--- src/rtl/prog_mem_pkg.sv ---
// Shared types and constants for the program-memory arbiter.
package prog_mem_pkg;

    typedef enum logic [1:0] {
        NORMAL = 2'd0,
        DRAIN  = 2'd1,
        LOCKED = 2'd2
    } arb_state_t;

    typedef enum logic {
        ID_CPU = 1'b0,
        ID_DBG = 1'b1
    } req_id_t;

    // Cycles from memory command to mem_rdata valid.
    localparam int MEM_RD_LAT = 1;

endpackage

--- src/rtl/rr_arb2.sv ---
// Two-way round-robin arbiter; bit 0 is the fetch unit, bit 1 the debug port.
module rr_arb2 (
    input  logic       clk,
    input  logic       resetn,
    input  logic [1:0] req,
    input  logic       advance,
    output logic [1:0] gnt
);

    // 0 = bit 0 wins a tie, 1 = bit 1 wins a tie
    logic rr_ptr;

    always_comb begin
        gnt = 2'b00;
        case (req)
            2'b01:   gnt = 2'b01;
            2'b10:   gnt = 2'b10;
            2'b11:   gnt = rr_ptr ? 2'b10 : 2'b01;
            default: gnt = 2'b00;
        endcase
    end

    always_ff @(posedge clk or negedge resetn) begin
        if (!resetn) begin
            rr_ptr <= 1'b0;
        end else if (advance && (|gnt)) begin
            rr_ptr <= gnt[0];
        end
    end

endmodule

--- src/rtl/prog_mem_arbiter.sv ---
// Single-port program memory arbiter: loader > {fetch, debug round-robin},
// registered memory command, tagged fixed-latency read return, loader lock mode.
//
//   state  | meaning
//   NORMAL | loader has priority, fetch/debug share round-robin
//   DRAIN  | lock requested; no grants until outstanding reads return
//   LOCKED | loader owns the memory exclusively
module prog_mem_arbiter
    import prog_mem_pkg::*;
#(
    parameter int ADDR_WIDTH = 12
) (
    input  logic                  clk,
    input  logic                  resetn,

    input  logic                  ld_lock,
    input  logic                  ld_req,
    input  logic [ADDR_WIDTH-1:0] ld_addr,
    input  logic [7:0]            ld_wdata,
    output logic                  ld_gnt,

    input  logic                  cpu_req,
    input  logic [ADDR_WIDTH-1:0] cpu_addr,
    output logic                  cpu_gnt,
    output logic                  cpu_rvalid,
    output logic [7:0]            cpu_rdata,

    input  logic                  dbg_req,
    input  logic                  dbg_we,
    input  logic [ADDR_WIDTH-1:0] dbg_addr,
    input  logic [7:0]            dbg_wdata,
    output logic                  dbg_gnt,
    output logic                  dbg_rvalid,
    output logic [7:0]            dbg_rdata,

    output logic                  mem_en,
    output logic                  mem_we,
    output logic [ADDR_WIDTH-1:0] mem_addr,
    output logic [7:0]            mem_wdata,
    input  logic [7:0]            mem_rdata,

    output logic                  locked
);

    // Stage 0 rides with the mem command, the last stage with mem_rdata.
    localparam int TAG_STAGES = 1 + MEM_RD_LAT;

    arb_state_t            state;
    logic [1:0]            rr_req;
    logic [1:0]            rr_gnt;
    logic [TAG_STAGES-1:0] tag_vld;
    req_id_t               tag_id [TAG_STAGES];
    logic                  pipe_empty;
    logic                  rd_accept;

    always_comb begin
        ld_gnt = 1'b0;
        rr_req = 2'b00;
        if (resetn) begin
            case (state)
                NORMAL: begin
                    ld_gnt = ld_req;
                    rr_req = (ld_req || ld_lock) ? 2'b00 : {dbg_req, cpu_req};
                end
                LOCKED:  ld_gnt = ld_req;
                default: ld_gnt = 1'b0;
            endcase
        end
    end

    rr_arb2 u_rr_arb2 (
        .clk     (clk),
        .resetn  (resetn),
        .req     (rr_req),
        .advance (|rr_gnt),
        .gnt     (rr_gnt)
    );

    assign cpu_gnt    = rr_gnt[0];
    assign dbg_gnt    = rr_gnt[1];
    assign rd_accept  = cpu_gnt || (dbg_gnt && !dbg_we);
    assign pipe_empty = ~|tag_vld;

    always_ff @(posedge clk or negedge resetn) begin
        if (!resetn) begin
            state  <= NORMAL;
            locked <= 1'b0;
        end else begin
            case (state)
                NORMAL: begin
                    if (ld_lock) state <= DRAIN;
                end
                DRAIN: begin
                    if (!ld_lock) begin
                        state <= NORMAL;
                    end else if (pipe_empty) begin
                        state  <= LOCKED;
                        locked <= 1'b1;
                    end
                end
                LOCKED: begin
                    if (!ld_lock) begin
                        state  <= NORMAL;
                        locked <= 1'b0;
                    end
                end
                default: begin
                    state  <= NORMAL;
                    locked <= 1'b0;
                end
            endcase
        end
    end

    always_ff @(posedge clk or negedge resetn) begin
        if (!resetn) begin
            mem_en    <= 1'b0;
            mem_we    <= 1'b0;
            mem_addr  <= '0;
            mem_wdata <= 8'h00;
        end else begin
            mem_en <= ld_gnt || cpu_gnt || dbg_gnt;
            mem_we <= 1'b0;
            if (ld_gnt) begin
                mem_we    <= 1'b1;
                mem_addr  <= ld_addr;
                mem_wdata <= ld_wdata;
            end else if (cpu_gnt) begin
                mem_addr  <= cpu_addr;
            end else if (dbg_gnt) begin
                mem_we    <= dbg_we;
                mem_addr  <= dbg_addr;
                mem_wdata <= dbg_wdata;
            end
        end
    end

    always_ff @(posedge clk or negedge resetn) begin
        if (!resetn) begin
            tag_vld <= '0;
            for (int i = 0; i < TAG_STAGES; i++) tag_id[i] <= ID_CPU;
        end else begin
            tag_vld   <= {tag_vld[TAG_STAGES-2:0], rd_accept};
            tag_id[0] <= cpu_gnt ? ID_CPU : ID_DBG;
            for (int i = 1; i < TAG_STAGES; i++) tag_id[i] <= tag_id[i-1];
        end
    end

    always_ff @(posedge clk or negedge resetn) begin
        if (!resetn) begin
            cpu_rvalid <= 1'b0;
            dbg_rvalid <= 1'b0;
            cpu_rdata  <= 8'h00;
            dbg_rdata  <= 8'h00;
        end else begin
            cpu_rvalid <= tag_vld[TAG_STAGES-1] && (tag_id[TAG_STAGES-1] == ID_CPU);
            dbg_rvalid <= tag_vld[TAG_STAGES-1] && (tag_id[TAG_STAGES-1] == ID_DBG);
            if (tag_vld[TAG_STAGES-1]) begin
                cpu_rdata <= mem_rdata;
                dbg_rdata <= mem_rdata;
            end
        end
    end

endmodule

--- config.mk ---
export PLATFORM = sky130hd
export DESIGN_NAME = prog_mem_arbiter
export DESIGN_NICKNAME = d
export VERILOG_FILES = /design/src/rtl/prog_mem_pkg.sv /design/src/rtl/rr_arb2.sv /design/src/rtl/prog_mem_arbiter.sv
export SDC_FILE = /design/constraint.sdc
export NUM_CORES = 1
export LEC_CHECK = 0
export ABC_AREA = 0
export BUFFER_PORTS_ARGS = -buffer_cell sky130_fd_sc_hd__buf_2
export CAP_MARGIN = 25
export CORE_AREA = 2 2 61 120
export CTS_BUF_LIST = sky130_fd_sc_hd__clkbuf_8
export CTS_CLUSTER_DIAMETER = 150
export DETAILED_ROUTE_END_ITERATION = 6
export DIE_AREA = 0 0 63 122
export GPL_TIMING_DRIVEN = 1
export PLACE_DENSITY_LB_ADDON = 0.3
export SETUP_SLACK_MARGIN = 0.05
export SYNTH_ARGS = -nofsm -noshare
export SYNTH_HDL_FRONTEND = slang
export SYNTH_HIERARCHICAL = 1
export SYNTH_SLANG_ARGS = --single-unit
export TNS_END_PERCENT = 10
--- constraint.sdc ---
create_clock -name clk -period 3.95 [get_ports clk]
set_clock_uncertainty 0.2 [all_clocks]
set_input_delay 0.395 -clock clk [delete_from_list [all_inputs] [get_ports clk]]
set_output_delay 0.395 -clock clk [all_outputs]
set_load 0.1 [all_outputs]
==> flow_summary_export.csv, run 1 <==
group,metric,value,unit
outcome,status,"complete, no violations",
hold_path,hold_class,"in2async",
clocking,clock_latency,290,ps
synthesis,synth-seq-cells,40,
final_layout,drive_gt1_share,52.8,%
timing,tightest_slew,617,ps
die,core_area,6830,um2
clocking,post_cts.repair.setup_buffers,0,
clocking,clk_pin_slew_worst_paths,80,ps
die,start_util,28.6,%
global_routing,grtUsageMet3,4.99,%
die,die_height,122,um
clocking,cts-htree-levels,2,
global_routing,use_met1,15.3,%
worst_setup_path,crit_path_max_fanout,7,
route,drt_iter0_drc,36,
final_layout,syn_to_final_growth,32.4,%
clocking,cts_tree,"yes",
global_routing,grt.busiest_layer,"met2",
final_layout,layout_commonest_cell,"buf_2",
synthesis,synth_top_area_share,51.2,%
timing,max_freq,357,MHz
worst_setup_path,r2r-start,"state[0]",
worst_setup_path,crit_path_start,"state[0]",
place,dp_hpwl,3360,um
global_routing,grt_use_met2,19.5,%
timing,setup_viol,0,
pwr,p_per_area,790,nW/um2
timing,slew_violations,0,
route,via_per_inst,4.41,
global_routing,antenna_found_initial,0,
worst_setup_path,rrSetupSlack,1240,ps
global_routing,grt_pass1_vias,1584,
clocking,root_buffer,"clkbuf_8",
worst_setup_path,crit_path_end_kind,"output pin",
synthesis,yosysSeqAreaShare,51.2,%
synthesis,syn_nets,232,
die,die_area,7690,um2
worst_setup_path,start_kind,"flip-flop",
clocking,cts_hold_buf,0,
clocking,post_cts_resized,0,
die,num_rows,43,
clocking,numClockSinks,40,
final_layout,antenna_cells,0,
timing,setup_tns,0,ps
global_routing,grt_pass1_wl,7470,um
worst_setup_path,worstSetupEndpoint,"dbg_gnt",
route,antenna_left,0,
synthesis,ys_warn_count,6,
worst_setup_path,crit_type,"reg2out",
synthesis,yosys.area.top_type,"dfrtp_1",
timing,rsz0062_at_grt,"no",
timing,final_hold_viol_count,0,
synthesis,netlist-cell-type-count,27,
route,wl_per_cell,12.6,um
global_routing,grt_max_degree,44,
worst_setup_path,worst_ep_arrival_time,2210,ps
worst_setup_path,r2r_cells,7,
die,ioPinCount,111,
place,portBuffers,110,
route,drc,0,
timing,slew_headroom,58.6,%
synthesis,synth.avg_cell_area,11.8,um2
job,max-cap-violations,0,
route,detail_route.first_pass.iterations,4,
global_routing,gr-total-overflow,0,
clocking,clk_path_buf_depth,2,
synthesis,syn_area,1950,um2
synthesis,syn_inst,165,
die,die_w,63,um
synthesis,synthTopCellsByArea,"dfrtp_1, mux2i_1, mux2_2",
route,vias,1574,
route,finalWirelength,4500,um
final_layout,layout_common_cells,"buf_2, dfrtp_1, mux2i_1, nand2_1, mux2_2",
pwr,p_leak,1.43,nW
place,gp_congestion,0.712,
clocking,cts_buffers,5,
pwr,finalPower,2.04,mW
worst_setup_path,r2r-end,"mem_addr[6]",
global_routing,grt_usage,12.3,%
timing,fin_crit,2800,ps
timing,period_share,71.0,%
pwr,peakVddDrop,0.358,mV
final_layout,nNetsFinal,334,
worst_setup_path,worstPathRequired,3360,ps
==> synthesized netlist by cell type <==
master    number
a21boi_0       1
a21boi_1       1
a21o_1         1
a21oi_1        2
a31oi_1        1
and2_1         3
and3b_1        1
buf_12         1
buf_2          2
buf_4         12
buf_6          3
clkinv_1       1
dfrtp_1       40
inv_1          3
mux2_2        12
mux2_4         8
mux2i_1       21
nand2_1       21
nand2b_1       2
nor2b_1        2
nor3b_1        2
nor4_1         1
o21ai_0        9
o21ai_1       11
o21bai_1       1
o22ai_1        1
or2_1          2
==> layer usage <==
layer / vias to the layer above / wire (um)
met1: 721 / 1900
met5: - / 0
met4: 0 / 48
met2: 95 / 2050
met3: 3 / 497
li1: 755 / -
==> worst min-delay path by stage <==
stage	startpoint	endpoint	slack (ps)	depth (start not counted)
after floorplan	resetn	cpu_rvalid	-100	0
after global placement	tag_id[1]	tag_id[0]	160	0
after detailed placement	tag_id[1]	tag_id[0]	150	0
after CTS	resetn	locked	50	2
after global routing	resetn	mem_addr[3]	70	2
final	resetn	mem_wdata[1]	20	2
==> critical path, cell delays in order, from the launching register on <==
cell and delay [ps]:
dfrtp_1 420, nand2b_1 160, nor4_1 190, and2_1 210, a21boi_2 410, buf_2 510
==> area by class of cell <==
cell class,count,area [um2]
Sequential cell,40,1000
Multi-Input combinational cell,103,787
Inverter,4,15.0
Clock buffer,7,96.3
Timing Repair Buffer,113,573
Tap cell,90,113
Fill cell,693,4250
==> stage by stage <==
step                      cells  instance area, um2  worst slack [ps]  hold slack [ps]  utilization (%)
after floorplan             165                1950              58.3             -101                -
after global placement      350                2490              1230              159             36.4
after detailed placement    350                2490              1200              155             36.4
after CTS                   357                2580              1120             51.9             37.8
after global routing        357                2580               998             73.3             37.8
final                       357                2580              1150             24.9             37.8
==> flip-flops by register name (all words and copies together), names as in the netlist <==
signal / cells
state: 2
dbg_rdata: 8
locked: 1
u_rr_arb2/rr_ptr: 1
mem_addr: 12
mem_wdata: 8
cpu_rvalid: 1
dbg_rvalid: 1
tag_vld: 2
mem_en: 1
tag_id: 2
mem_we: 1
==> power breakdown <==
group          switching (mW)  internal [mW]
clock                   0.134          0.155
sequential             0.0527          0.500
combinational            1.00          0.201
==> cell families after synthesis <==
family,count (synthesis),share of synthesized area [%]
compound gates,28,7.82
flops,40,51.2
mux,41,23.8
simple gates,34,8.46
buf+inv,22,8.65
Power figures use the tool's default switching activity.
==> run 2: changes to the inputs <==
--- a/config.mk
+++ b/config.mk
@@ -5,14 +5,14 @@
 export SDC_FILE = /design/constraint.sdc
 export NUM_CORES = 1
 export LEC_CHECK = 0
-export ABC_AREA = 0
+export ABC_AREA = 1
 export BUFFER_PORTS_ARGS = -buffer_cell sky130_fd_sc_hd__buf_2
 export CAP_MARGIN = 25
-export CORE_AREA = 2 2 61 120
+export CORE_AREA = 2 2 64 126
 export CTS_BUF_LIST = sky130_fd_sc_hd__clkbuf_8
 export CTS_CLUSTER_DIAMETER = 150
 export DETAILED_ROUTE_END_ITERATION = 6
-export DIE_AREA = 0 0 63 122
+export DIE_AREA = 0 0 66 128
 export GPL_TIMING_DRIVEN = 1
 export PLACE_DENSITY_LB_ADDON = 0.3
 export SETUP_SLACK_MARGIN = 0.05
==> constraint.sdc (replaced) <==
create_clock -name clk -period 2.8 [get_ports clk]
set_clock_uncertainty 0.2 [all_clocks]
set_input_delay 0.28 -clock clk [delete_from_list [all_inputs] [get_ports clk]]
set_output_delay 0.28 -clock clk [all_outputs]
set_load 0.1 [all_outputs]
==> flow_summary_export.csv, run 2 <==
group,metric,value,unit
outcome,status,"complete, no violations",
timing,slew_violations,0,
worst_setup_path,crit_path_max_fanout,13,
global_routing,grt_max_degree,43,
route,drc,0,
worst_setup_path,r2r_cells,9,
worst_setup_path,cp_cell_sequence,"dlygate4sd3_1 > buf_2 > inv_1 > nor3_2 > a21boi_4 > buf_4 > buf_12",
synthesis,synth_edf_count,0,
synthesis,synthFlopType,"dfrtp_1",
synthesis,yosys.area.top_type,"dfrtp_1",
worst_setup_path,start_kind,"primary input",
route,drt_iter0_drc,45,
clocking,clk_pin_slew_worst_paths,80,ps
clocking,clk_path_buf_depth,2,
final_layout,largest_register,"mem_addr",
hold_path,worst_hold_path.num_cells,4,
synthesis,synth_top_area_share,45.8,%
timing,setup_viol,0,
die,start_util,29.0,%
worst_setup_path,rrSetupSlack,530,ps
final_layout,nNetsFinal,488,
synthesis,syn_inst,310,
worst_setup_path,crit_path_end_kind,"output pin",
timing,rsz0062_at_grt,"no",
die,num_rows,45,
worst_setup_path,worstSetupPathDepth,7,
final_layout,layout_commonest_cell,"nand2_1",
final_layout,nFillCells,842,
die,die_area,8450,um2
global_routing,grt_usage,14.2,%
die,ioPinCount,111,
worst_setup_path,max_stage_delay,520,ps
place,dp_hpwl,4390,um
route,wl_per_cell,11.3,um
global_routing,grt_pass1_wl,9240,um
route,via_per_inst,4.18,
place,gp_congestion,0.760,
synthesis,syn_area,2190,um2
timing,setup_tns,0,ps
final_layout,drive_gt1_share,31.8,%
hold_path,hold_class,"in2reg",
final_layout,top_regs,"mem_addr (12), dbg_rdata (8), mem_wdata (8)",
clocking,clock_latency,280,ps
worst_setup_path,path_buf_inv,5,
timing,slew_headroom,66.7,%
clocking,root_buffer,"clkbuf_8",
die,core_area,7540,um2
synthesis,syn_nets,377,
die,die_height,128,um
worst_setup_path,worstPathRequired,2320,ps
synthesis,synth_most_common_cell,"nand2_1",
synthesis,ys_warn_count,6,
synthesis,async_reset_ff_share,100,%
clocking,cts_tree,"yes",
final_layout,antenna_cells,0,
global_routing,grt_pass1_vias,2029,
timing,fin_crit,2550,ps
timing,whs,62.2,ps
route,detail_route.first_pass.iterations,4,
final_layout,syn_to_final_growth,38.3,%
worst_setup_path,crit_type,"in2out",
synthesis,synth_common_cells,"nand2_1, inv_1, nand3_1, dfrtp_1, buf_4",
timing,period_share,91.0,%
worst_setup_path,cp_top_family,"buffers and inverters",
clocking,cts-htree-levels,2,
place,dp.cells,498,
final_layout,layout_common_cells,"nand2_1, buf_2, inv_1, nand3_1, dfrtp_1",
route,finalWirelength,5820,um
final_layout,stdcell_count,516,
clocking,post_cts.repair.setup_buffers,0,
worst_setup_path,worst_ep_arrival_time,2070,ps
synthesis,netlist-cell-type-count,21,
clocking,numClockSinks,40,
place,portBuffers,110,
global_routing,antenna_found_initial,0,
timing,tightest_slew,499,ps
job,max-cap-violations,0,
synthesis,synth-seq-cells,40,
clocking,cts_buffers,5,
final_layout,largest_register_ffs,12,
route,vias,2155,
route,antenna_left,0,
timing,final_hold_viol_count,0,
synthesis,synth.avg_cell_area,7.06,um2
synthesis,yosysSeqAreaShare,45.8,%
timing,max_freq,392,MHz
worst_setup_path,slowest_stage,"dlygate4sd3_1",
global_routing,gr-total-overflow,0,
die,die_w,66,um
synthesis,synthTopCellsByArea,"dfrtp_1, nand2_1, nand3_1",
==> run 2: cell types whose count changed after synthesis, moves of 3 or more <==
cell / delta
nand2_1: +106
and2_1: -3
o21ai_0: -9
or2_1: +3
mux2i_1: -21
o21ai_1: -11
buf_2: +5
nand3_1: +46
inv_1: +51
mux2_2: -12
mux2_4: -8
==> run 2: kinds of logic after synthesis <==
kind of cell	after synthesis	share of synthesized area, %
buffers and inverters	77	16.0
flip-flops	40	45.8
AND/OR/NAND/NOR	189	37.0
AO/OA/AOI/OAI	4	1.26
==> run 2: worst register-to-register path: cells and delay by family, from the launching register on <==
kind	cells	cell delay, ps
simple gates	6	980
compound gates	1	470
buf+inv	2	130
flops	1	400
==> run 2: final cells by class <==
| class | count | area [um2] | share of cell area [%] |
|---|---|---|---|
| Tap cell | 94 | 118 | 3.89 |
| Multi-Input combinational cell | 193 | 871 | 28.8 |
| Sequential cell | 40 | 1000 | 33.1 |
| Inverter | 57 | 214 | 7.07 |
| Clock inverter | 2 | 10.0 | 0.331 |
| Clock buffer | 6 | 82.6 | 2.73 |
| Timing Repair Buffer | 124 | 729 | 24.1 |
==> run 2: worst paths after layout <==
| kind | endpoint | start |
|---|---|---|
| min reg2reg | tag_id[0] | tag_id[1] |
| min in group asynchronous | state[1] | resetn |
| max reg2reg | mem_wdata[5] | state[1] |
| max in group asynchronous | dbg_rdata[0] | resetn |
| max | cpu_gnt | resetn |
| min | mem_wdata[1] | ld_wdata[1] |
==> run 2: stage by stage <==
step                      area, um2  utilization [%]  setup slack (ps)
after global placement         2820             37.3               307
final                          3030             40.1               252
after floorplan                2210                -               186
after CTS                      3010             39.9              57.2
after global routing           3030             40.1              65.3
after detailed placement       2820             37.3               279
==> run 2: layer usage <==
metal / up-vias / GRT usage [%] / wire [um]
met3: 6 / 2.90 / 376
met4: 0 / 5.40 / 102
met2: 88 / 26.6 / 3060
li1: 1136 / - / -
met5: - / 0 / 0
met1: 925 / 15.1 / 2280
==> run 2: repair_timing <==
action,CTS,global route
hold endpoints to repair,49,0
hold buffers,10,0
gates resized for setup,0,4
endpoints found under the setup margin,0,16
Power of run 2 is not shown: default switching activity piles up to over one toggle a cycle in this logic, so the estimate is an artifact.
==> run 3: changes to the inputs <==
--- a/config.mk
+++ b/config.mk
@@ -15,6 +15,7 @@
 export DIE_AREA = 0 0 66 128
 export GPL_TIMING_DRIVEN = 1
 export PLACE_DENSITY_LB_ADDON = 0.3
+export RECOVER_POWER = 100
 export SETUP_SLACK_MARGIN = 0.05
 export SYNTH_ARGS = -nofsm -noshare
 export SYNTH_HDL_FRONTEND = slang
==> flow_summary_export.csv, run 3 (synthesized netlist as in run 2, its figures left out) <==
group,metric,value,unit
outcome,status,"complete, no violations",
route,wl_per_cell,11.4,um
timing,period_share,93.2,%
final_layout,largest_register_ffs,12,
clocking,numClockSinks,40,
route,drt_iter0_drc,44,
die,die_w,66,um
timing,tightest_slew,1180,ps
route,wl_met1,2300,um
worst_setup_path,crit_path_start,"resetn",
final_layout,syn_to_final_growth,34.9,%
final_layout,nFillCells,864,
timing,slew_headroom,21.4,%
route,drc,0,
worst_setup_path,start_kind,"primary input",
clocking,cts-htree-levels,2,
timing,rsz0062_at_grt,"no",
final_layout,antenna_cells,0,
timing,setup_tns,0,ps
clocking,root_buffer,"clkbuf_8",
route,wl_met2,3060,um
place,portBuffers,110,
final_layout,post-route-util,39.1,%
global_routing,gr-total-overflow,0,
timing,max_freq,383,MHz
timing,setup_viol,0,
route,finalWirelength,5870,um
worst_setup_path,crit_path_max_fanout,12,
worst_setup_path,worstPathRequired,2320,ps
hold_path,hold_class,"in2reg",
worst_setup_path,r2r-start,"state[1]",
final_layout,nNetsFinal,488,
timing,final_hold_viol_count,0,
worst_setup_path,max_stage_delay,520,ps
final_layout,top_regs,"mem_addr (12), dbg_rdata (8), mem_wdata (8)",
hold_path,min_from,"ld_wdata[1]",
final_layout,drive_gt1_share,21.8,%
worst_setup_path,crit_type,"in2out",
final_layout,layout_commonest_cell,"nand2_1",
timing,slew_violations,0,
die,num_rows,45,
worst_setup_path,cp_top_family,"buffers and inverters",
place,dp_slack,279,ps
final_layout,largest_register,"mem_addr",
global_routing,grt_pass1_vias,2029,
clocking,clock_latency,280,ps
worst_setup_path,worst_ep_arrival_time,2130,ps
global_routing,grt_usage,14.2,%
worst_setup_path,cp_cell_sequence,"dlygate4sd3_1 > buf_2 > inv_1 > nor3_2 > a21boi_4 > buf_4",
clocking,post_cts.repair.setup_buffers,0,
clocking,clk_pin_slew_worst_paths,80,ps
final_layout,layout_common_cells,"nand2_1, buf_2, inv_1, nand3_1, clkbuf_1",
route,via_per_inst,4.15,
clocking,cts_buffers,5,
place,gp_congestion,0.760,
clocking,clk_path_buf_depth,2,
global_routing,antenna_found_initial,0,
worst_setup_path,slowest_stage,"dlygate4sd3_1",
die,die_height,128,um
global_routing,grt_pass1_wl,9240,um
route,detail_route.first_pass.iterations,4,
timing,worst_slack,190,ps
die,core_area,7540,um2
route,met3_length,404,um
timing,fin_crit,2610,ps
global_routing,grt_max_degree,43,
route,antenna_left,0,
route,vias,2143,
worst_setup_path,crit_path_end_kind,"output pin",
route,highest_layer,"met4",
die,ioPinCount,111,
job,max-cap-violations,0,
worst_setup_path,path_buf_inv,4,
clocking,cts_tree,"yes",
place,dp_hpwl,4390,um
die,die_area,8450,um2
die,start_util,29.0,%
run 3: cell count changes in the layout (fill, tap and decap cells not counted):
cell / change
buf_4: +1
clkbuf_1: +41
buf_12: -2
nand2_1: +1
buf_6: +1
buf_2: -41
nand2_2: -1
run 3: path summary, 6_finish.rpt:
| path | endpoint | slack, ps | depth (start not counted) |
|---|---|---|---|
| setup / recovery | dbg_gnt | 190 | 6 |
| max in group asynchronous | dbg_rdata[0] | 1750 | 3 |
| hold reg to reg | tag_id[0] | 150 | 0 |
| hold / removal | mem_wdata[1] | 60 | 4 |
| setup reg to reg | mem_addr[3] | 480 | 8 |
| min in group asynchronous | state[1] | 370 | 3 |
run 3: through the flow:
step | cell area [um2] | hold slack (ps) | std cells
after floorplan | 2210 | -216 | 310
after global placement | 2820 | 132 | 498
after detailed placement | 2820 | 136 | 498
after CTS | 3010 | 46.7 | 516
after global routing | 2950 | 61.2 | 516
final | 2950 | 61.9 | 516
run 3: cell type report:
| cell class | count | area (um2) | area share (%) |
|---|---|---|---|
| flip-flops and latches | 40 | 1000 | 33.9 |
| multi-input cells | 193 | 868 | 29.4 |
| repair buffers | 124 | 657 | 22.3 |
| inverters | 57 | 214 | 7.25 |
| well taps | 94 | 118 | 3.99 |
| clock buffers | 6 | 82.6 | 2.80 |
| clock inverters | 2 | 10.0 | 0.339 |
run 3: layer usage:
| layer | vias up | track usage (%) |
|---|---|---|
| met2 | 84 | 26.6 |
| met5 | - | 0 |
| li1 | 1135 | - |
| met3 | 6 | 2.90 |
| met1 | 918 | 15.1 |
| met4 | 0 | 5.40 |
run 3: timing repair:
action / in CTS / in global routing
hold buffers: 10 / 0
endpoints found under the setup margin: 0 / 16
endpoints found under the hold margin: 49 / 0
resized for setup: 0 / 4
run 3: worst reg2reg max path, delay by kind of cell (launching register included):
kind	cells	cell delay (ps)
and+or+nand+nor	6	1130
AOI/OAI and AO/OA	1	440
DFF	1	400
buffers and inverters	1	90
Power of run 3 is left out for the same reason.
